## src/rtl/uart_rx_if.sv

```systemverilog
// Receive-side handshake bundle: head byte, valid/ready and FIFO occupancy.
interface uart_rx_if #(
  parameter int FIFO_DEPTH = 16
);
  logic [7:0]                  rx_byte;
  logic                        rx_valid;
  logic                        rx_ready;
  logic [$clog2(FIFO_DEPTH):0] rx_count;

  modport master (output rx_byte, output rx_valid, output rx_count, input rx_ready);
  modport slave  (input rx_byte, input rx_valid, input rx_count, output rx_ready);
endinterface

```

## src/rtl/uart_rx.sv

```systemverilog
// 8N1 UART receiver with 3-point mid-bit majority sampling and a show-ahead
// receive FIFO drained over a valid/ready handshake.
//
// state     | meaning
// WAIT_HIGH | after reset or a framing error; wait for the line to idle high
// IDLE      | line high, looking for a start-bit falling edge
// START     | qualifying the start bit (false start returns to IDLE)
// DATA      | shifting in 8 data bits, LSB first
// STOP      | checking the stop bit; leaves mid-bit so back-to-back frames work
module uart_rx #(
  parameter int CLKS_PER_BIT = 868,
  parameter int FIFO_DEPTH   = 16
) (
  input  logic      clk,
  input  logic      rst,
  input  logic      rx_pin,
  uart_rx_if.master rx_if,
  output logic      rx_busy,
  output logic      frame_error,
  output logic      overrun
);
  localparam int MID = CLKS_PER_BIT / 2;
  localparam int CW  = $clog2(CLKS_PER_BIT);
  localparam int AW  = $clog2(FIFO_DEPTH);

  localparam logic [CW-1:0] CNT_S0   = CW'(MID - 1);
  localparam logic [CW-1:0] CNT_S1   = CW'(MID);
  localparam logic [CW-1:0] CNT_DEC  = CW'(MID + 1);
  localparam logic [CW-1:0] CNT_LAST = CW'(CLKS_PER_BIT - 1);
  localparam logic [CW-1:0] CNT_ONE  = CW'(1);
  localparam logic [AW-1:0] PTR_ONE  = AW'(1);
  localparam logic [AW:0]   OCC_ONE  = (AW + 1)'(1);
  localparam logic [AW:0]   OCC_FULL = (AW + 1)'(FIFO_DEPTH);

  typedef enum logic [2:0] {WAIT_HIGH, IDLE, START, DATA, STOP} state_t;

  state_t          state_q, state_d;
  logic [1:0]      sync_q, sync_d;
  logic [CW-1:0]   cnt_q, cnt_d;
  logic [1:0]      samp_q, samp_d;
  logic [7:0]      shift_q, shift_d;
  logic [2:0]      bit_q, bit_d;
  logic            frame_error_q, frame_error_d;
  logic            overrun_q, overrun_d;
  logic [7:0]      mem_q [FIFO_DEPTH];
  logic [7:0]      mem_d [FIFO_DEPTH];
  logic [AW-1:0]   wr_q, wr_d, rd_q, rd_d;
  logic [AW:0]     occ_q, occ_d;

  logic line, wrap, decide, maj, push, pop, full, wr_en;

  assign line   = sync_q[1];
  assign wrap   = (cnt_q == CNT_LAST);
  assign decide = (cnt_q == CNT_DEC);
  // The third sample is the live line value at the decision count.
  assign maj    = (samp_q[0] & samp_q[1]) | (samp_q[0] & line) | (samp_q[1] & line);
  assign sync_d = {sync_q[0], rx_pin};

  // State register.
  always_ff @(posedge clk or negedge rst) begin
    if (!rst) state_q <= WAIT_HIGH;
    else      state_q <= state_d;
  end

  // Next-state logic.
  always_comb begin
    state_d = state_q;
    case (state_q)
      WAIT_HIGH: if (line) state_d = IDLE;
      IDLE:      if (!line) state_d = START;
      START:     if (decide && maj) state_d = IDLE;
                 else if (wrap) state_d = DATA;
      DATA:      if (wrap && bit_q == 3'd7) state_d = STOP;
      STOP:      if (decide) state_d = maj ? IDLE : WAIT_HIGH;
      default:   state_d = WAIT_HIGH;
    endcase
  end

  // FSM outputs: bit timing, sampling, shifting and stop-bit verdict.
  always_comb begin
    cnt_d         = '0;
    samp_d        = samp_q;
    shift_d       = shift_q;
    bit_d         = bit_q;
    push          = 1'b0;
    frame_error_d = 1'b0;
    rx_busy       = 1'b0;
    if (state_q == START || state_q == DATA || state_q == STOP) begin
      rx_busy = 1'b1;
      cnt_d   = wrap ? '0 : cnt_q + CNT_ONE;
      if (cnt_q == CNT_S0) samp_d[0] = line;
      if (cnt_q == CNT_S1) samp_d[1] = line;
    end
    case (state_q)
      START: bit_d = '0;
      DATA: begin
        if (decide) shift_d = {maj, shift_q[7:1]};
        if (wrap)   bit_d   = bit_q + 3'd1;
      end
      STOP: begin
        if (decide) begin
          push          = maj;
          frame_error_d = ~maj;
        end
      end
      default: ;
    endcase
  end

  // FIFO bookkeeping: a full FIFO still accepts a push when the head is popped.
  always_comb begin
    pop       = rx_if.rx_valid & rx_if.rx_ready;
    full      = (occ_q == OCC_FULL);
    wr_en     = push & (~full | pop);
    overrun_d = push & full & ~pop;
    mem_d     = mem_q;
    wr_d      = wr_q;
    rd_d      = rd_q;
    occ_d     = occ_q;
    if (wr_en) begin
      mem_d[wr_q] = shift_q;
      wr_d        = wr_q + PTR_ONE;
    end
    if (pop) rd_d = rd_q + PTR_ONE;
    if (wr_en && !pop)      occ_d = occ_q + OCC_ONE;
    else if (!wr_en && pop) occ_d = occ_q - OCC_ONE;
  end

  // Datapath and FIFO registers; reset aborts any frame and flushes the FIFO.
  always_ff @(posedge clk or negedge rst) begin
    if (!rst) begin
      sync_q        <= 2'b11;
      cnt_q         <= '0;
      samp_q        <= '0;
      shift_q       <= '0;
      bit_q         <= '0;
      frame_error_q <= 1'b0;
      overrun_q     <= 1'b0;
      mem_q         <= '{default: '0};
      wr_q          <= '0;
      rd_q          <= '0;
      occ_q         <= '0;
    end else begin
      sync_q        <= sync_d;
      cnt_q         <= cnt_d;
      samp_q        <= samp_d;
      shift_q       <= shift_d;
      bit_q         <= bit_d;
      frame_error_q <= frame_error_d;
      overrun_q     <= overrun_d;
      mem_q         <= mem_d;
      wr_q          <= wr_d;
      rd_q          <= rd_d;
      occ_q         <= occ_d;
    end
  end

  assign rx_if.rx_byte  = mem_q[rd_q];
  assign rx_if.rx_valid = (occ_q != '0);
  assign rx_if.rx_count = occ_q;
  assign frame_error    = frame_error_q;
  assign overrun        = overrun_q;
endmodule
```

## src/flat_wrapper.sv

```systemverilog
// flat-port wrapper written by rule: the top's interface ports become plain ports
module uart_rx_flat 
#(
  parameter int CLKS_PER_BIT = 868,
  parameter int FIFO_DEPTH   = 16
)
  (clk, rst, rx_pin, rx_busy, frame_error, overrun, rx_if_rx_byte, rx_if_rx_valid, rx_if_rx_count, rx_if_rx_ready);
  uart_rx_if #(.FIFO_DEPTH(FIFO_DEPTH)) rx_if_i ();
  input  logic clk;
  input  logic rst;
  input  logic rx_pin;
  output logic rx_busy;
  output logic frame_error;
  output logic overrun;
  output wire logic [$bits(rx_if_i.rx_byte)-1:0] rx_if_rx_byte;
  output wire logic [$bits(rx_if_i.rx_valid)-1:0] rx_if_rx_valid;
  output wire logic [$bits(rx_if_i.rx_count)-1:0] rx_if_rx_count;
  input wire logic [$bits(rx_if_i.rx_ready)-1:0] rx_if_rx_ready;
  assign rx_if_rx_byte = rx_if_i.rx_byte;
  assign rx_if_rx_valid = rx_if_i.rx_valid;
  assign rx_if_rx_count = rx_if_i.rx_count;
  assign rx_if_i.rx_ready = rx_if_rx_ready;
  uart_rx #(.CLKS_PER_BIT(CLKS_PER_BIT), .FIFO_DEPTH(FIFO_DEPTH)) u_core (.clk(clk), .rst(rst), .rx_pin(rx_pin), .rx_if(rx_if_i), .rx_busy(rx_busy), .frame_error(frame_error), .overrun(overrun));
endmodule
```

## config.mk

```make
export PLATFORM = sky130hd
export DESIGN_NAME = uart_rx_flat
export DESIGN_NICKNAME = d
export VERILOG_FILES = /design/src/rtl/uart_rx_if.sv /design/src/rtl/uart_rx.sv /design/src/flat_wrapper.sv
export SDC_FILE = /design/constraint.sdc
export NUM_CORES = 1
export LEC_CHECK = 0
export CAP_MARGIN = 30
export CORE_ASPECT_RATIO = 0.9
export CORE_MARGIN = 1
export CORE_UTILIZATION = 23
export CTS_CLUSTER_DIAMETER = 80
export DETAILED_ROUTE_END_ITERATION = 10
export HOLD_SLACK_MARGIN = 0.15
export PLACE_DENSITY = 0.43
export REMOVE_ABC_BUFFERS = 1
export SYNTH_ARGS = -nofsm -noshare
export SYNTH_HDL_FRONTEND = slang
export SYNTH_SLANG_ARGS = --single-unit
```

## constraint.sdc

```tcl
create_clock -name clk -period 4 [get_ports clk]
set_input_delay 0.8 -clock clk [delete_from_list [all_inputs] [get_ports clk]]
set_output_delay 0.8 -clock clk [all_outputs]
set_load 0.01 [all_outputs]
```

# Yosys cells after proc, flatten, opt, wreduce, memory -nomap -nowiden
# Index checks and enable logic that the tools add are counted.
[op_classes] mul=0 reduce_logical=18 addsub=6 magnitude_cmp=3 div_mod_pow=0 eq_ne=16 shift=0 mux=25 bitwise=15
[ops] op="128-bit bitwise mux" n=1
[ops] op="8-bit binary-select mux with 4-bit select" n=1
[ops] op="8-bit demux with 4-bit select" n=1
[ops] op="10-bit by 9-bit equality test with 1-bit output (second input constant)" n=3
[ops] op="8-bit two-way mux" n=3
[ops] op="3-bit two-way mux" n=7
[ops] op="10-bit two-way mux" n=2
[ops] op="3-bit case mux with 5 select lines" n=1
[ops] op="10-bit by 1-bit adder with 10-bit output (second input constant)" n=1
[ops] op="10-bit equality test (second input constant)" n=1
[ops] op="5-bit >= comparator (second input constant)" n=2
[ops] op="5-bit two-way mux" n=2
[ops] op="4-bit inverter with 5-bit output" n=2
[ops] op="4-bit by 1-bit adder with 4-bit output (second input constant)" n=2
[ops] op="2-bit by 1-bit != test with 1-bit output (second input constant)" n=4
[ops] op="2-bit AND reduction" n=4
[ops] op="1-bit AND" n=7
[ops] op="3-bit by 2-bit equality test with 1-bit output (second input constant)" n=2
[ops] op="3-bit equality test (second input constant)" n=2
[ops] op="1-bit two-way mux" n=6
[ops] op="3-bit case mux with 2 select lines" n=1
[ops] op="5-bit by 1-bit adder with 5-bit output (second input constant)" n=1
[ops] op="5-bit equality test (second input constant)" n=1
[ops] op="1-bit logical AND" n=5
[ops] op="14 further kinds" n=21
[word_totals] rom_bits=0 register_bits=171 ramBits=0 wordCells=111 latchBits=0 inputBits=4 mem_count=0

# Longest topological paths before layout
[depth] depth_word=10 mapped_depth=11 ltp_nobuf=11

# Worst setup path before layout
# No wires, ideal clock.
[synth_timing] path_type="register to register" from="reg u_core.cnt_q[0]" to="reg u_core.occ_q[4], in the netlist u_core.rx_if.rx_count[4]" stages_incl_launch_ff=12 n_path_buf=0 path_slack_ns=0.889 required_ns=3.920 arrival_time_ns=3.031 path_cell_list="dfrtp_1 -> ha_1 -> nand4bb_4 -> or4_1 -> nor3_1 -> ha_1 -> inv_1 -> ha_1 -> a21o_1 -> a21oi_1 -> mux2i_1 -> xnor2_1"
[synth_via] elab_chain_len=7 elab_cells_between_ends=9 cone_classes="eq/ne (1); mux (3); bitwise (1); reduce/logical (4)"
[synth_lines] item="start: declaration" line="uart_rx.sv:39" text="logic [CW-1:0] cnt_q, cnt_d;"
[synth_lines] item="start signal: assignment" line="uart_rx.sv:145" text="cnt_q <= cnt_d;"
[synth_lines] item="10-bit by 9-bit equality test with 1-bit output *" line="uart_rx.sv:54" text="assign decide = (cnt_q == CNT_DEC);"
[synth_lines] item="1-bit two-way mux *" line="uart_rx.sv:101" text="if (decide) begin"
[synth_lines] item="1-bit two-way mux *" line="uart_rx.sv:94" text="case (state_q)"
[synth_lines] item="1-bit AND *" line="uart_rx.sv:114" text="wr_en = push & (~full | pop);"
[synth_lines] item="named net u_core.wr_en" line="uart_rx.sv:50" text="logic line, wrap, decide, maj, push, pop, full, wr_en;"
[synth_lines] item="1-bit zero test" line="uart_rx.sv:126" text="else if (!wr_en && pop) occ_d = occ_q - OCC_ONE;"
[synth_lines] item="1-bit logical AND" line="uart_rx.sv:126"
[synth_lines] item="2-bit nonzero test (no line)"
[synth_lines] item="end signal: assignment" line="uart_rx.sv:142" text="occ_q <= '0;"
[synth_lines] item="end signal: assignment" line="uart_rx.sv:154" text="occ_q <= occ_d;"
[synth_lines] item="end: declaration" line="uart_rx.sv:48" text="logic [AW:0] occ_q, occ_d;"
# The timed path passes the listed nets; every way through them passes the cells marked *.
# A chain may end at the register's enable or synchronous reset.

# Final worst setup path
[layout_timing] from="reg u_core.rd_q[0]" to="out rx_if_rx_byte[1]"
[layout_via] elab_chain_len=4
[layout_lines] item="start: declaration" line="uart_rx.sv:47" text="logic [AW-1:0] wr_q, wr_d, rd_q, rd_d;"
[layout_lines] item="start signal: assignment" line="uart_rx.sv:153" text="rd_q <= rd_d;"
[layout_lines] item="4-bit inverter with 5-bit output (implied by the code)" line="uart_rx.sv:158" text="assign rx_if.rx_byte = mem_q[rd_q];"
[layout_lines] item="8-bit binary-select mux with 4-bit select" line="uart_rx.sv:158"
[layout_lines] item="8-bit two-way mux (implied by the code) (2 in series)" line="uart_rx.sv:158"
[layout_lines] item="end: declaration" line="flat_wrapper.sv:15" text="output wire logic [$bits(rx_if_i.rx_byte)-1:0] rx_if_rx_byte;"
# Every way passes these cells. The select of a mux whose other input is x is not followed.

==> summary.txt <==
Finish
  • Antenna Cells: 0
  • Fill count: 3439
  • Post-Layout Cell Count: 1040
  • Area growth from synthesis to layout: 16.33%
  • Nets: a little under 600
  • Layout cells sized above 1: 0.4135
  • Finished Cell Area: 0.009422 sq mm

Placement
  • Area post-placement: a little under 0.009 sq mm
  • Post-DP HPWL: approximately 12000 microns
  • Cell Count Post-Placement: 1008
  • Port Buffer Count: 20
  • Pre-CTS WS: 0.6445 ns
  • Placer congestion estimate: ~0.72

Power and ir drop
  • PwrDens: 379.8 mW/mm^2
  • Leak: about 4.2 nW
  • Worst vdd ir: 0.0002514 V

Die
  • Row cnt: 64
  • Initial Util: 0.2358
  • Horiz. Die Dim: 199.8 microns
  • Die footprint: 0.03597 sq mm
  • Io pins: 21
  • Core area: 0.03435 sq mm
  • DIE HEIGHT: 180.0 microns

Detailed routing
  • Post-DRT Antenna Nets: 0
  • Residual DRC: 0
  • Total number of vias: 4583
  • Detailed Route WL: 19020 microns
  • Avg WL per Cell: 18.29 microns
  • Vias per cell: between 4 and 5
  • DRT Pass-1 Iters: 4
  • DR iter-0 viols: 230

CTS
  • Inserted Clock Buffers: 17
  • Post-CTS setup buffers: 0
  • Insertion delay to the later sink of the worst-skew pair: ~0.43 ns
  • H-tree lvl count: 4
  • Deepest clock path buffer count: 2
  • Register clock-pin slew on the reported worst setup and hold paths: ~0.060 ns
  • CTS root buf: clkbuf_16
  • Post-CTS Hold Buffers: 0
  • Clk sinks: 171
  • Resized cells post-CTS: 0
  • TritonCTS clock tree: done

STA
  • Final Setup Violations: 0
  • Post-Route Skew: ~0.010 ns
  • RSZ-0062 raised after global routing: no
  • Final slew viol count: 0
  • Hold Violations, Final: 0
  • Crit share post-route: 0.9119
  • Setup ws final: 0.3523 ns
  • TNS Setup: 0 ns
  • FMAX: 274.1 MHz
  • Worst slew margin: 0.4720
  • Final worst path period need: 3.648 ns
  • Least-Margin Pin Slew: 0.7920 ns

Global routing
  • Initial antenna violation count: 0
  • GR peak layer: met2
  • Met2 Use GR: 0.1776
  • Global-route met1 utilization: 0.1550
  • First-pass GRT wire length: 30510 microns
  • Vias in the first global route: around 5000
  • Largest net degree at the start of global routing: 83
  • Total gr overflow: 0
  • Gr usage total: 0.1141
  • Met3 Use GR: 0.02751

Job
  • MaxCap Viol Count: 0

Synthesis
  • Post-synth top flop: dfrtp_1
  • Avg Inst Size Synth: 14.83 sq um
  • Synth Cell Area: about 0.0081 sq mm
  • Post-synthesis cell count: approximately 550
  • Top post-synthesis cells by area: dfrtp_1 (52%), mux2_2 (19%), mux4_2 (11%)
  • Number of flops mapped to enable cells by yosys: 0
  • Most common cell in the netlist: dfrtp_1
  • Number of synthesized register bits: 171
  • Post-synth top area share: 0.5222
  • Post-synthesis sequential area ratio: 0.5287
  • Share of synthesized registers carrying an async set or reset: 1.000
  • YS warnings: 0
  • Leading area contributor after synthesis: dfrtp_1
  • Netlist cell types: 44
  • Commonest cells post-synth: dfrtp_1 (169), mux2_2 (139), mux4_2 (40)

Setup path
  • CP max stage cell: mux4_2
  • FF-to-FF path depth: 11
  • Reg2reg end: u_core.rx_if.rx_count[4]$_DFFE_PN0P_
  • CP endpoint kind: output pin
  • Worst path max stage delay: 0.58 ns
  • CP startpoint kind: flip-flop
  • R2R setup slack: 0.70 ns
  • Top delay family on crit path: multiplexers
  • Crit path max fanout: 11
  • Worst path arrival time: 2.85 ns
  • Worst Path Required: around 3.2 ns
  • CP Cell Sequence: buf_4 -> mux4_2 -> mux4_2 -> clkdlybuf4s50_1
  • CP Class: flip-flop to output pin
  • CP Buf/Inv Count: 2
  • Crit path top cell by count: mux4_2
  • Reg2reg start: u_core.cnt_q[0]$_DFF_PN0_

Status
  • Status: complete, no violations

Min path
  • Hold Path Class: flip-flop to flip-flop
  • Hold EP: u_core.sync_q[1]$_DFF_PN1_
  • Hold Path Depth: 0
  • Hold Crit Start: u_core.sync_q[0]$_DFF_PN1_
[per-stage QoR]
| stage | hold WS [ns] | utilization | power [mW] |
|---|---|---|---|
| floorplan | 0.3452 | - | 1.902 |
| global placement | 0.3494 | 0.2575 | 1.977 |
| detailed placement | 0.3468 | 0.2575 | 1.989 |
| CTS | 0.3558 | 0.2743 | 3.636 |
| global route | 0.3611 | 0.2743 | 3.739 |
| finish | 0.3554 | 0.2743 | 3.579 |
[state kept, by name (all words and copies together) (netlist names), 3 cells and up]
register and flops:
u_core.shift_q 8, u_core.rd_q 4, u_core.mem_q 128, u_core.bit_q 3, u_core.wr_q 4, u_core.cnt_q 10
u_core.rx_if.rx_count 5, u_core.state_q 3
[area by class of cell]
cell class	instances	area [sq um]	area share
clock buffers	23	488.0	0.05179
clock inverters	9	87.58	0.009296
inverters	11	41.29	0.004382
multi-input cells	336	3657	0.3882
flip-flops and latches	171	4283	0.4546
well taps	462	578.1	0.06135
repair buffers	28	286.5	0.03041
[per-layer routing]
layer,up-vias,part of all wire
met5,-,0
met2,46,0.48
li1,2043,-
met1,2479,0.48
met3,15,0.026
met4,0,0.014
[cells in the final DEF, fill, tap and decap left out, types with 3 or more instances in the layout]
cell and count:
xnor2_1 13, mux2_2 139, o21ai_0 6, buf_4 6, nand3_1 6, clkdlybuf4s50_1 19, nand2_1 23, nand2b_1 8
dfrtp_1 168, clkbuf_16 17, nor2b_1 3, nor3_1 6, a21oi_1 7, clkinv_4 3, or4_1 3, nand4_1 3
and3_1 5, xor2_1 5, clkbuf_8 4, nor2_1 22, inv_1 11, mux4_2 40, clkinv_2 3, ha_1 15
nand3_4 9
[how the worst max path moves through the flow]
stage                                            to                  startpoint  slack [ns]  cells past startpoint
5_1_grt                            rx_if_rx_byte[1]  u_core.rd_q[0]$_DFFE_PN0P_        0.19                      4
3_5_place_dp   u_core.rx_if.rx_count[4]$_DFFE_PN0P_              rx_if_rx_ready        0.64                     11
2_1_floorplan                      rx_if_rx_byte[0]  u_core.rd_q[0]$_DFFE_PN0P_        0.62                      2
3_3_place_gp   u_core.rx_if.rx_count[4]$_DFFE_PN0P_              rx_if_rx_ready        0.71                     11
6_report                           rx_if_rx_byte[1]  u_core.rd_q[0]$_DFFE_PN0P_        0.35                      4
4_1_cts                            rx_if_rx_byte[1]  u_core.rd_q[0]$_DFFE_PN0P_        0.30                      4
[cells by family after synthesis]
| kind of cell | after synthesis | share of synthesized area |
|---|---|---|
| muxes | 180 | 0.3057 |
| DFF | 171 | 0.5287 |
| and+or+nand+nor | 99 | 0.08296 |
| buffers and inverters | 39 | 0.01977 |
| AOI/OAI and AO/OA | 22 | 0.01653 |
| xor gates and xnor gates | 18 | 0.01947 |
| adders and majority gates | 17 | 0.02688 |
[power by group]
group          internal (mW)  total [mW]  switching [mW]
sequential              1.75        1.78          0.0312
combinational         0.0546       0.169           0.115
clock                  0.926        1.63           0.700
total                   2.73        3.58           0.846
[worst reg2reg max path: cells and delay by family, from the launching register on]
kind | cells | cell delay [ns]
mux | 1 | 0.23
flops | 1 | 0.44
fa+ha+maj | 3 | 0.88
simple gates | 3 | 1.05
compound gates | 2 | 0.34
xor+xnor | 1 | 0.14
buf+inv | 1 | 0.13
Power figures use the tool's default switching activity.
